<file path="config.mk">
export PLATFORM = sky130hd
export DESIGN_NAME = fetch_unit
export DESIGN_NICKNAME = d
export VERILOG_FILES = /design/src/rtl/cpu_pkg.sv /design/src/rtl/fetch_fifo.sv /design/src/rtl/fetch_unit.sv
export SDC_FILE = /design/constraint.sdc
export NUM_CORES = 1
export LEC_CHECK = 0
export BUFFER_PORTS_ARGS = -buffer_cell sky130_fd_sc_hd__buf_2
export CAP_MARGIN = 30
export CORE_ASPECT_RATIO = 0.5
export CORE_MARGIN = 4
export CORE_UTILIZATION = 44
export DETAILED_ROUTE_END_ITERATION = 8
export PLACE_DENSITY = 0.71
export SLEW_MARGIN = 0
export SYNTH_ARGS = -nofsm -noshare
export SYNTH_HDL_FRONTEND = slang
export SYNTH_SLANG_ARGS = --single-unit
</file>
<file path="constraint.sdc">
create_clock -name clock -period 15.68 [get_ports clock]
set_input_delay 1.568 -clock clock [delete_from_list [all_inputs] [get_ports clock]]
set_output_delay 1.568 -clock clock [all_outputs]
set_load 0.005 [all_outputs]
</file>
<file path="src/rtl/cpu_pkg.sv">
// Shared CPU32 definitions: memory geometry, reset PC, opcode constants and
// the fetch-entry record that travels from fetch to decode/execute.
package cpu_pkg;

  localparam int XLEN     = 32;
  localparam int ILEN     = 32;
  localparam int MEM_SIZE = 1024;

  localparam logic [XLEN-1:0] RESET_PC = 32'h0000_0000;

  // RV32-style major opcodes used by the execute stage.
  localparam logic [6:0] OP_OP_IMM = 7'b0010011;
  localparam logic [6:0] OP_BRANCH = 7'b1100011;

  // One buffered instruction together with the byte address it came from.
  typedef struct packed {
    logic [XLEN-1:0] pc;
    logic [ILEN-1:0] instr;
  } fetch_entry_t;

  // Instruction fetch is word-granular; the low two address bits are dropped.
  function automatic logic [XLEN-1:0] align_pc(input logic [XLEN-1:0] pc);
    return {pc[XLEN-1:2], 2'b00};
  endfunction

endpackage

</file>
<file path="src/rtl/fetch_fifo.sv">
// Small synchronous FIFO of fetch entries. Flush empties it in one edge and
// takes priority over a push in the same cycle. DEPTH must be a power of two
// so the pointers wrap by simple overflow.
module fetch_fifo
  import cpu_pkg::*;
#(
  parameter int DEPTH = 2,
  localparam int PTR_W = (DEPTH > 1) ? $clog2(DEPTH) : 1,
  localparam int CNT_W = $clog2(DEPTH + 1)
) (
  input  logic             clk,
  input  logic             rst_n,
  input  logic             push_i,
  input  fetch_entry_t     wdata_i,
  input  logic             pop_i,
  input  logic             flush_i,
  output fetch_entry_t     rdata_o,
  output logic [CNT_W-1:0] count_o,
  output logic             empty_o,
  output logic             full_o
);

  fetch_entry_t     mem_q [DEPTH];
  logic [PTR_W-1:0] wptr_q, wptr_d;
  logic [PTR_W-1:0] rptr_q, rptr_d;
  logic [CNT_W-1:0] count_q, count_d;
  logic             do_push;
  logic             do_pop;

  assign empty_o = (count_q == '0);
  assign full_o  = (count_q == CNT_W'(DEPTH));
  assign count_o = count_q;
  assign rdata_o = mem_q[rptr_q];

  // Writes into a full FIFO and reads from an empty one are ignored.
  assign do_push = push_i && !full_o;
  assign do_pop  = pop_i && !empty_o;

  // Next-state for pointers and occupancy; flush wins over push and pop.
  always_comb begin
    // NOTE: every signal gets a default first so no path leaves it unassigned (no latch).
    wptr_d  = wptr_q;
    rptr_d  = rptr_q;
    count_d = count_q;
    if (flush_i) begin
      wptr_d  = '0;
      rptr_d  = '0;
      count_d = '0;
    end else begin
      if (do_push) wptr_d = wptr_q + 1'b1;
      if (do_pop)  rptr_d = rptr_q + 1'b1;
      unique case ({do_push, do_pop})
        2'b10:   count_d = count_q + 1'b1;
        2'b01:   count_d = count_q - 1'b1;
        default: count_d = count_q;
      endcase
    end
  end

  // Pointer and occupancy registers.
  always_ff @(posedge clk or negedge rst_n) begin
    // NOTE: non-blocking assignments here so every flop samples pre-edge values.
    if (!rst_n) begin
      wptr_q  <= '0;
      rptr_q  <= '0;
      count_q <= '0;
    end else begin
      wptr_q  <= wptr_d;
      rptr_q  <= rptr_d;
      count_q <= count_d;
    end
  end

  // Entry storage; a flushed push is dropped.
  always_ff @(posedge clk) begin
    // NOTE: storage is not reset; count_q alone decides which entries are live.
    if (do_push && !flush_i) mem_q[wptr_q] <= wdata_i;
  end

endmodule

</file>
<file path="src/rtl/fetch_unit.sv">
// Instruction fetch stage feeding CPU32 decode/execute. Owns the PC, issues
// word reads to 1-cycle-latency program memory, buffers returned words with
// their PC and hands them downstream with a valid/ready handshake. A redirect
// flushes everything in flight and restarts fetch at the new PC.
module fetch_unit
  import cpu_pkg::*;
#(
  parameter logic [31:0] RESET_PC      = cpu_pkg::RESET_PC,
  parameter int          PM_ADDR_WIDTH = $clog2(MEM_SIZE),
  parameter int          FIFO_DEPTH    = 2
) (
  input  logic                     clock,
  input  logic                     reset,
  output logic                     pm_read,
  output logic [PM_ADDR_WIDTH-1:0] pm_addr,
  input  logic [31:0]              pm_data_in,
  output logic                     instr_valid,
  input  logic                     instr_ready,
  output logic [31:0]              instr,
  output logic [31:0]              instr_pc,
  input  logic                     redirect_valid,
  input  logic [31:0]              redirect_pc
);

  localparam int CNT_W = $clog2(FIFO_DEPTH + 1);

  logic [XLEN-1:0]  pc_q, pc_d;
  logic [XLEN-1:0]  rd_pc_q, rd_pc_d;     // PC of the read currently in flight
  logic             inflight_q, inflight_d;
  logic             kill_q, kill_d;       // discard the next response

  logic             fifo_push;
  logic             fifo_pop;
  fetch_entry_t     fifo_wdata;
  fetch_entry_t     fifo_rdata;
  logic [CNT_W-1:0] fifo_count;
  logic             fifo_empty;
  logic             fifo_full;

  logic [CNT_W:0]   credits_used;
  logic             issue;

  // Downstream handshake; a redirect hides the head so nothing is consumed.
  assign instr_valid = !fifo_empty && !redirect_valid;
  assign fifo_pop    = instr_valid && instr_ready;
  assign instr       = fifo_empty ? '0 : fifo_rdata.instr;
  assign instr_pc    = fifo_empty ? '0 : fifo_rdata.pc;

  // Every read reserves a slot: buffered entries plus the outstanding read,
  // less the entry leaving this cycle, must stay below the depth.
  assign credits_used = {1'b0, fifo_count}
                      + (CNT_W+1)'(inflight_q)
                      - (CNT_W+1)'(fifo_pop);
  assign issue = reset && !redirect_valid
              && (credits_used < (CNT_W+1)'(FIFO_DEPTH));

  assign pm_read = issue;
  assign pm_addr = pc_q[PM_ADDR_WIDTH+1:2];

  // A response is buffered unless it was killed or a redirect is flushing.
  assign fifo_push  = inflight_q && !kill_q && !redirect_valid;
  assign fifo_wdata = '{pc: rd_pc_q, instr: pm_data_in};

  // PC, in-flight and kill bookkeeping; redirect overrides everything.
  always_comb begin
    pc_d       = pc_q;
    rd_pc_d    = rd_pc_q;
    inflight_d = inflight_q;
    kill_d     = kill_q;
    if (redirect_valid) begin
      pc_d       = align_pc(redirect_pc);
      inflight_d = 1'b0;
      kill_d     = 1'b1;
    end else if (issue) begin
      pc_d       = pc_q + 32'd4;
      rd_pc_d    = pc_q;
      inflight_d = 1'b1;
      kill_d     = 1'b0;
    end else begin
      inflight_d = 1'b0;
    end
  end

  // Fetch state registers.
  always_ff @(posedge clock or negedge reset) begin
    if (!reset) begin
      pc_q       <= RESET_PC;
      rd_pc_q    <= '0;
      inflight_q <= 1'b0;
      kill_q     <= 1'b0;
    end else begin
      pc_q       <= pc_d;
      rd_pc_q    <= rd_pc_d;
      inflight_q <= inflight_d;
      kill_q     <= kill_d;
    end
  end

  fetch_fifo #(
    .DEPTH (FIFO_DEPTH)
  ) u_fifo (
    .clk     (clock),
    .rst_n   (reset),
    .push_i  (fifo_push),
    .wdata_i (fifo_wdata),
    .pop_i   (fifo_pop),
    .flush_i (redirect_valid),
    .rdata_o (fifo_rdata),
    .count_o (fifo_count),
    .empty_o (fifo_empty),
    .full_o  (fifo_full)
  );

endmodule

</file>
### Word level (Yosys, flattened, before mapping)

Memories as Yosys holds them, arrays and structs flattened.
Cells that the tools add are included.

* register bits after elaboration: 70
* logic and storage cells: 55
* bits in read-only memories: 0
* bits of input ports: 68
* memories: 1
* latch bits: 0
* output and inout port bits: 76
* memory bits (writable): 128

Memories
* u_fifo.mem_q: words 2, width 64, read ports 1, clocked after Yosys merged registers in 0, write ports 1, RTL line fetch_fifo.sv:23 `fetch_entry_t mem_q [DEPTH];`

* $add $sub $neg: 7
* bitwise gates (word level): 1
* shift-type cells: 0
* multipliers: 0
* $lt $le $gt $ge: 1
* divide/modulo/power cells: 0
* muxes and demuxes: 16
* equality and inequality tests: 3
* reductions and logical operators: 19

Operators with widths (number)
* $mux 32: 4
* $add 32x3->32 const B: 1
* $mux 1: 10
* $logic_and 1x1->1: 9
* $reduce_bool 2->1: 3
* $eq 2x2->1 const B: 2
* $logic_not 1->1: 4
* $pmux 2 s2: 1
* $add 2x1->3: 1
* $lt 3x2->1 const B: 1
* $reduce_bool 3->1: 1
* $sub 3x1->3: 1
* $add 1x1->1 const B: 2
* $add 2x1->2 const B: 1
* $eq 2x1->1 const B: 1
* $logic_not 2->1: 1
* $mux 2: 1
* $reduce_and 2->1: 1
* $sub 2x1->2 const B: 1
* $not 1->1: 1

### Depth between registers and ports, before layout

Gate-level depths: netlist of the first run.

* word-level depth: 9
* mapped depth: 15
* depth with buffers taken out: 12

### By module

A second synthesis of the first run with hierarchy kept.

* cell total of the unflattened synthesis: 643
* area, all modules: 8323.0 µm²

Modules (own cells, without submodules)
* fetch_fifo: cells an instance 224, area an instance 4819.6 µm², seq. area each 3943.8 µm², times used 1
* fetch_unit: cells an instance 419, area an instance 3503.4 µm², seq. area each 1551.5 µm², times used 1

### Least setup slack after synthesis of the first run

Ideal clock, no wire load.

* path type: input port to flip-flop
* start point: input redirect_valid
* end point: memory u_fifo.mem_q[1][0] in the netlist's numbering, enable pin
* data required time: 15.109 ns
* library setup time: 0.571 ns
* arrival time: 6.535 ns
* setup slack: 8.574 ns
* cell stages on the path: 3
* path buffers: 2
* cells stage by stage: clkbuf_1 -> clkbuf_1 -> nor3b_1

* cells in the longest elaborated chain, start to end: 6

Ends and longest elaborated chain
* start, declared: RTL line fetch_unit.sv:21 `input logic redirect_valid,`
* $logic_not 1->1 (*): RTL line fetch_fifo.sv:77, fetch_unit.sv:61
* $logic_and 1x1->1: RTL line fetch_unit.sv:61 `assign fifo_push = inflight_q && !kill_q && !redirect_valid;`
* $logic_and 1x1->1: RTL line fetch_fifo.sv:36 `assign do_push = push_i && !full_o;`
* $logic_and 1x1->1 (*): RTL line fetch_fifo.sv:77 `if (do_push && !flush_i) mem_q[wptr_q] <= wdata_i;`
* $mux 1 (*): RTL line fetch_fifo.sv:77
* $mux 1 (implied by the code) (*): RTL line fetch_fifo.sv:77
* end, declared: RTL line fetch_fifo.sv:23

Every way passes the cells marked *; elsewhere a longest branch is shown, timed or not.

### Worst setup path in the final report of the first run

* start point: input redirect_valid
* end point: output pm_read

* cells in the longest elaborated chain, start to end: 6
* elaborated cells on any way between the ends: 7
* classes of those cells: add/sub: 1; order compare: 1; reduce/logical: 5

Ends and longest elaborated chain
* $logic_not 1->1 (*): RTL line fetch_unit.sv:44, fetch_unit.sv:54
* $logic_and 1x1->1: RTL line fetch_unit.sv:44 `assign instr_valid = !fifo_empty && !redirect_valid;`
* $logic_and 1x1->1: RTL line fetch_unit.sv:45 `assign fifo_pop = instr_valid && instr_ready;`
* $sub 3x1->3: RTL line fetch_unit.sv:53 `- (CNT_W+1)'(fifo_pop);`
* $lt 3x2->1: RTL line fetch_unit.sv:55 `&& (credits_used < (CNT_W+1)'(FIFO_DEPTH));`
* $logic_and 1x1->1 (*): RTL line fetch_unit.sv:55
* end, declared: RTL line fetch_unit.sv:14 `output logic pm_read,`

Marks and branches as above.

==> results of run 1 <==
[metal layers]
layer  routed length, microns  track usage (%)  vias up
met5                        0                0        -
li1                         -                -     2503
met1                     7708            22.93     2511
met4                      127            4.495        0
met3                      892            3.983       11
met2                     8061            27.49      122
[cells by family (layout without fill, tap and decap cells)]
logic type | Yosys count | count (layout) | share of synthesized area, %
mux | 66 | 66 | 8.323
xor+xnor | 17 | 17 | 1.869
fa+ha+maj | 3 | 3 | 0.5653
flops | 190 | 190 | 67.46
buf+inv | 48 | 185 | 2.890
other cells | 1 | 2 | 0.04707
simple gates | 273 | 273 | 15.39
compound gates | 44 | 44 | 3.455
[power groups by stage]
stage | logic [mW] | clock network (mW) | registers [mW]
4_1_cts | 0.0744 | 0.418 | 0.591
2_1_floorplan | 0.0483 | 0 | 0.593
5_1_grt | 0.0828 | 0.441 | 0.595
3_3_place_gp | 0.0699 | 0 | 0.601
6_report | 0.0730 | 0.406 | 0.591
3_5_place_dp | 0.0739 | 0 | 0.601
[through the flow]
stage               hold slack [ns]  worst slack [ns]
finish                       0.4690             9.492
global placement             0.4503             9.561
global route                 0.4829             9.269
floorplan                    0.4419             8.574
detailed placement           0.4540             9.508
CTS                          0.4689             9.488
[area by class of cell]
cell class	count	area (sq um)	area share [%]
multi-input combinational	405	2384	25.31
clock inverter	10	75.07	0.7971
clock buffer	22	485.5	5.155
tap	234	292.8	3.109
inverter	6	22.52	0.2391
timing repair buffer	147	779.5	8.277
sequential	190	5379	57.11
[cell usage after synthesis (2+ instances only)]
cell type    n
and2_1       3
xnor2_1      3
edfxtp_1   124
mux2i_1     64
o21ai_1     14
nor2b_1      2
a21oi_1      3
nor4_1       3
and4_1       2
clkbuf_1    16
xor2_1      14
buf_4       12
dfrtp_1     66
nor2_1      74
inv_2        2
a31o_1       2
nand3_1     17
a21o_1       3
or3_1        5
nand2b_1     3
and3_1       2
buf_2        4
ha_1         2
buf_1       10
o211ai_1     6
nand2_1    129
nand4_1     15
a31oi_1      4
o21ai_0      7
inv_1        3
nor3_1       7
[flip-flops by register name, summed over array words and instances (netlist names)]
register	flops
pc_q	30
kill_q	1
u_fifo.count_o	2
rd_pc_q	30
u_fifo.rptr_q	1
inflight_q	1
u_fifo.mem_q	124
u_fifo.wptr_q	1
[path summary, 6_finish.rpt]
check                                        from                  end  slack, ns  cells past startpoint
min in group asynchronous                   reset          rd_pc_q[15]       1.33                      2
worst max register to register  u_fifo.count_o[1]             pc_q[17]      12.15                     12
worst min-delay path                  rd_pc_q[22]  u_fifo.mem_q[1][54]       0.47                      0
worst max-delay path               redirect_valid              pm_read       9.49                     11
worst min register to register        rd_pc_q[22]  u_fifo.mem_q[1][54]       0.47                      0
max in group asynchronous                   reset        u_fifo.rptr_q      13.67                      2
==> results.json, run 1 <==
{
  "cts_tree": "done",
  "finalClockSkew_ns": 0.008592,
  "synth_edf_count": 124,
  "path_buf_inv": 4,
  "start_util_pct": 45.35,
  "path_delay_family": "buffers and inverters",
  "netlist_instances": 642,
  "yosys_warnings": 0,
  "drive_gt1_share_pct": 24.62,
  "fin_util_pct": 53.60,
  "rsz0062_at_grt": "no",
  "fin_crit_sh_pct": 39.46,
  "final_common_cell": "buf_2",
  "final_cell_area_sq_um": 9418,
  "drtIter0Drc": 343,
  "cts_setup_buffers": 0,
  "crit_arrival_ns": 4.62,
  "p_seq_share_pct": 55.3,
  "via_count": 5147,
  "setup_viol": 0,
  "synthFlopType": "edfxtp_1",
  "end_kind": "primary output",
  "hold_viol": 0,
  "core_area_sq_um": 17570,
  "nNetsFinal": 838,
  "htreeDepth": 4,
  "die_h_microns": 103.2,
  "mostFrequentLayoutCells": "buf_2, nand2_1, edfxtp_1, nor2_1, dfrtp_1",
  "first_global_vias": 4946,
  "fillerInstances": 1490,
  "antenna_found_initial": 0,
  "max_stage_delay_ns": 0.52,
  "fp-row-count": 34,
  "final_max_slew_viol_count": 0,
  "via_per_inst": 5.076,
  "worst-setup-path-type": "in2out",
  "period_minus_slack_ns": 6.188,
  "synth_cell_types": 52,
  "clock_path_buffers": 2,
  "areaGrowthSynthToFinish_pct": 18.20,
  "slew_headroom_pct": 41.86,
  "outcome": "completed",
  "port_buffers": 139,
  "worstPathCellList": "buf_2 -> buf_4 -> nor2_1 -> and2_1 -> ha_1 -> nand2b_1 -> fa_1 -> nand2_1 -> or3_1 -> inv_2 -> buf_2",
  "path_common_cell": "buf_2",
  "grt-ovfl-total": 0,
  "grt_max_degree": 68,
  "fin_cells": 1014,
  "die_w_microns": 198.3,
  "dpl_cell_area_sq_um": 8846,
  "ys_seq_elements": 190,
  "powerDensity_nw_per_um2": 113.6,
  "antennaDiodeCount": 0,
  "setup.worst_path.start_class": "primary input",
  "drc": 0,
  "worst_ep_required_time_ns": 14.11,
  "gp_congestion": 0.8696,
  "cts_buffers": 17,
  "holdCritPathClass": "reg2reg",
  "clock.fmax_mhz": 161.6,
  "drtPass1Iterations": 4,
  "p_total_mw": 1.070,
  "post_cts_resized": 0,
  "synth.avg_cell_area_sq_um": 12.41,
  "grt_usage_pct": 16.79,
  "switchingPower_mw": 0.2508,
  "yosysTopAreaCellShare_pct": 46.73,
  "setup_tns_ns": 0,
  "grt_pass1_wl_microns": 26640,
  "p_leak_nw": 3.785,
  "sw_frac_of_total_pct": 23.44,
  "pwr-share-clk_pct": 37.9,
  "holdBufCountCts": 0,
  "synth.area.top_cells": "edfxtp_1, dfrtp_1, mux2i_1, nand2_1, nor2_1",
  "worst_slew_pin_slew_ns": 0.8720,
  "cpMaxStageDelayCell": "inv_2",
  "p_int_mw": 0.8189,
  "synthesis.area_sq_um": 7968,
  "ios": 144,
  "root_buffer": "clkbuf_16",
  "cp_max_fo": 52,
  "clock_latency_ns": 0.42,
  "clk_pin_slew_ns": 0.07,
  "synthArstFlopShare_pct": 34.74,
  "synth_top_cell_by_area": "edfxtp_1",
  "die_area_sq_um": 20460,
  "yosysSeqAreaShare_pct": 67.46,
  "hpwl_microns": 10860,
  "ant_nets": 0,
  "cap_violations": 0,
  "dp_cells": 981,
  "combPwrFrac_pct": 6.8,
  "wl_per_cell_microns": 16.56,
  "ir_drop_uv": 73.77,
  "routed_wl_microns": 16790,
  "cts.sinks": 190
}
No activity file was read; power rests on OpenSTA's default activity.
==> run 2, diff against run 1 <==
PLACE_DENSITY = 0.74   (was 0.71)
clock period = 5 ns   (was 15.68 ns; I/O delays follow)
==> results.json, run 2 (synthesis gave the netlist of run 1 again) <==
{
  "outcome": "completed",
  "cap_violations": 0,
  "rsz0062_at_grt": "no",
  "end_kind": "primary output",
  "die_h_microns": 103.2,
  "drtIter0Drc": 324,
  "wl_per_cell_microns": 16.90,
  "holdBufCountCts": 0,
  "powerDensity_nw_per_um2": 361.5,
  "period_minus_slack_ns": 3.924,
  "clk_pin_slew_ns": 0.07,
  "grt_usage_pct": 16.43,
  "htreeDepth": 4,
  "p_leak_nw": 3.802,
  "final_common_cell": "buf_2",
  "clock.fmax_mhz": 254.8,
  "r2r_end": "pc_q[17]",
  "holdCritPathClass": "in2reg",
  "grt_pass1_wl_microns": 26270,
  "reg_top3": "u_fifo.mem_q: 124 flops, pc_q: 30 flops, rd_pc_q: 30 flops",
  "top_register": "u_fifo.mem_q",
  "cts.sinks": 190,
  "routed_wl_microns": 17120,
  "ir_drop_uv": 194.4,
  "die_area_sq_um": 20460,
  "die_w_microns": 198.3,
  "crit_cells": 10,
  "root_buffer": "clkbuf_16",
  "antenna_found_initial": 0,
  "clock_path_buffers": 2,
  "gp_congestion": 0.7909,
  "slew_headroom_pct": 40.15,
  "largest_register_ffs": 124,
  "grt-ovfl-total": 0,
  "fp-row-count": 34,
  "setup_tns_ns": 0,
  "cts_setup_buffers": 0,
  "grt_max_degree": 67,
  "endpoint": "pm_read",
  "hold_viol": 0,
  "mostFrequentLayoutCells": "buf_2, nand2_1, edfxtp_1, nor2_1, dfrtp_1",
  "ios": 144,
  "drc": 0,
  "max_stage_delay_ns": 0.50,
  "core_area_sq_um": 17570,
  "worst_slew_pin_slew_ns": 0.8977,
  "drtPass1Iterations": 5,
  "startpoint": "u_fifo.count_o[1]",
  "reg2regPathDepth": 12,
  "ant_nets": 0,
  "via_count": 5196,
  "path_buf_inv": 2,
  "areaGrowthSynthToFinish_pct": 18.61,
  "cts_buffers": 17,
  "setup_viol": 0,
  "start_util_pct": 45.35,
  "rr_startpoint": "u_fifo.count_o[1]",
  "p_total_mw": 3.416,
  "fin_crit_sh_pct": 78.48,
  "first_global_vias": 5084,
  "worst-setup-path-type": "reg2out",
  "worstPathCellList": "nor2_4 -> nor2_1 -> and2_1 -> ha_1 -> nand2b_1 -> fa_1 -> xor2_1 -> or3_1 -> inv_2 -> buf_2",
  "worst_ep_required_time_ns": 4.50,
  "post_cts_resized": 0,
  "path_delay_family": "simple AND/OR/NAND/NOR gates",
  "hpwl_microns": 11090,
  "drive_gt1_share_pct": 24.65,
  "final_max_slew_viol_count": 0,
  "cpMaxStageDelayCell": "dfrtp_1",
  "cp_max_fo": 38,
  "via_per_inst": 5.129,
  "antennaDiodeCount": 0,
  "finalClockSkew_ns": 0.01049,
  "clock_latency_ns": 0.42,
  "setup.worst_path.start_class": "flip-flop",
  "r2r_setup_slack_ns": 1.51,
  "cts_tree": "done",
  "crit_arrival_ns": 3.42,
  "nNetsFinal": 837,
  "port_buffers": 139
}
[run 2: layout make-up]
class	instances	area, sq um
clock buffer	20	479.2
clock inverter	12	112.6
fill	1502	8119
inverter	6	22.52
multi-input combinational	405	2396
sequential	190	5379
tap	234	292.8
timing repair buffer	146	768.2
[run 2: metrics by stage]
stage	utilization, %	cells	setup WS, ns	instance area, sq um	hold WS (ns)
floorplan	-	643	1.156	7981	0.2044
global placement	50.26	980	1.534	8831	0.4493
detailed placement	50.42	981	1.472	8859	0.4592
CTS	53.79	1013	1.005	9450	0.2511
global route	53.79	1013	0.8363	9450	0.2533
finish	53.79	1013	1.076	9450	0.2689
[run 2: worst min path at each step]
stage	to	from	cells past startpoint	slack [ns]
6_report	u_fifo.mem_q[1][19]	pm_data_in[19]	1	0.27
5_1_grt	u_fifo.mem_q[0][21]	pm_data_in[21]	1	0.25
4_1_cts	u_fifo.mem_q[1][1]	pm_data_in[1]	1	0.25
3_5_place_dp	u_fifo.mem_q[0][63]	rd_pc_q[31]	0	0.46
3_3_place_gp	u_fifo.mem_q[1][38]	rd_pc_q[6]	0	0.45
2_1_floorplan	inflight_q	reset	0	0.20
[run 2: metal layers]
layer / share of wire, % / global-route usage, % / up-vias
li1: - / - / 2506
met1: 45 / 21.42 / 2548
met2: 49 / 28.35 / 122
met3: 4.5 / 3.526 / 20
met4: 1.2 / 4.548 / 0
met5: 0 / 0 / -
[run 2: power breakdown]
group          leakage, nW  internal, mW  total, mW  switching (mW)
clock network        0.289         0.718       1.33           0.613
registers             1.94          1.77       1.85          0.0788
logic                 1.57        0.0943      0.232           0.138
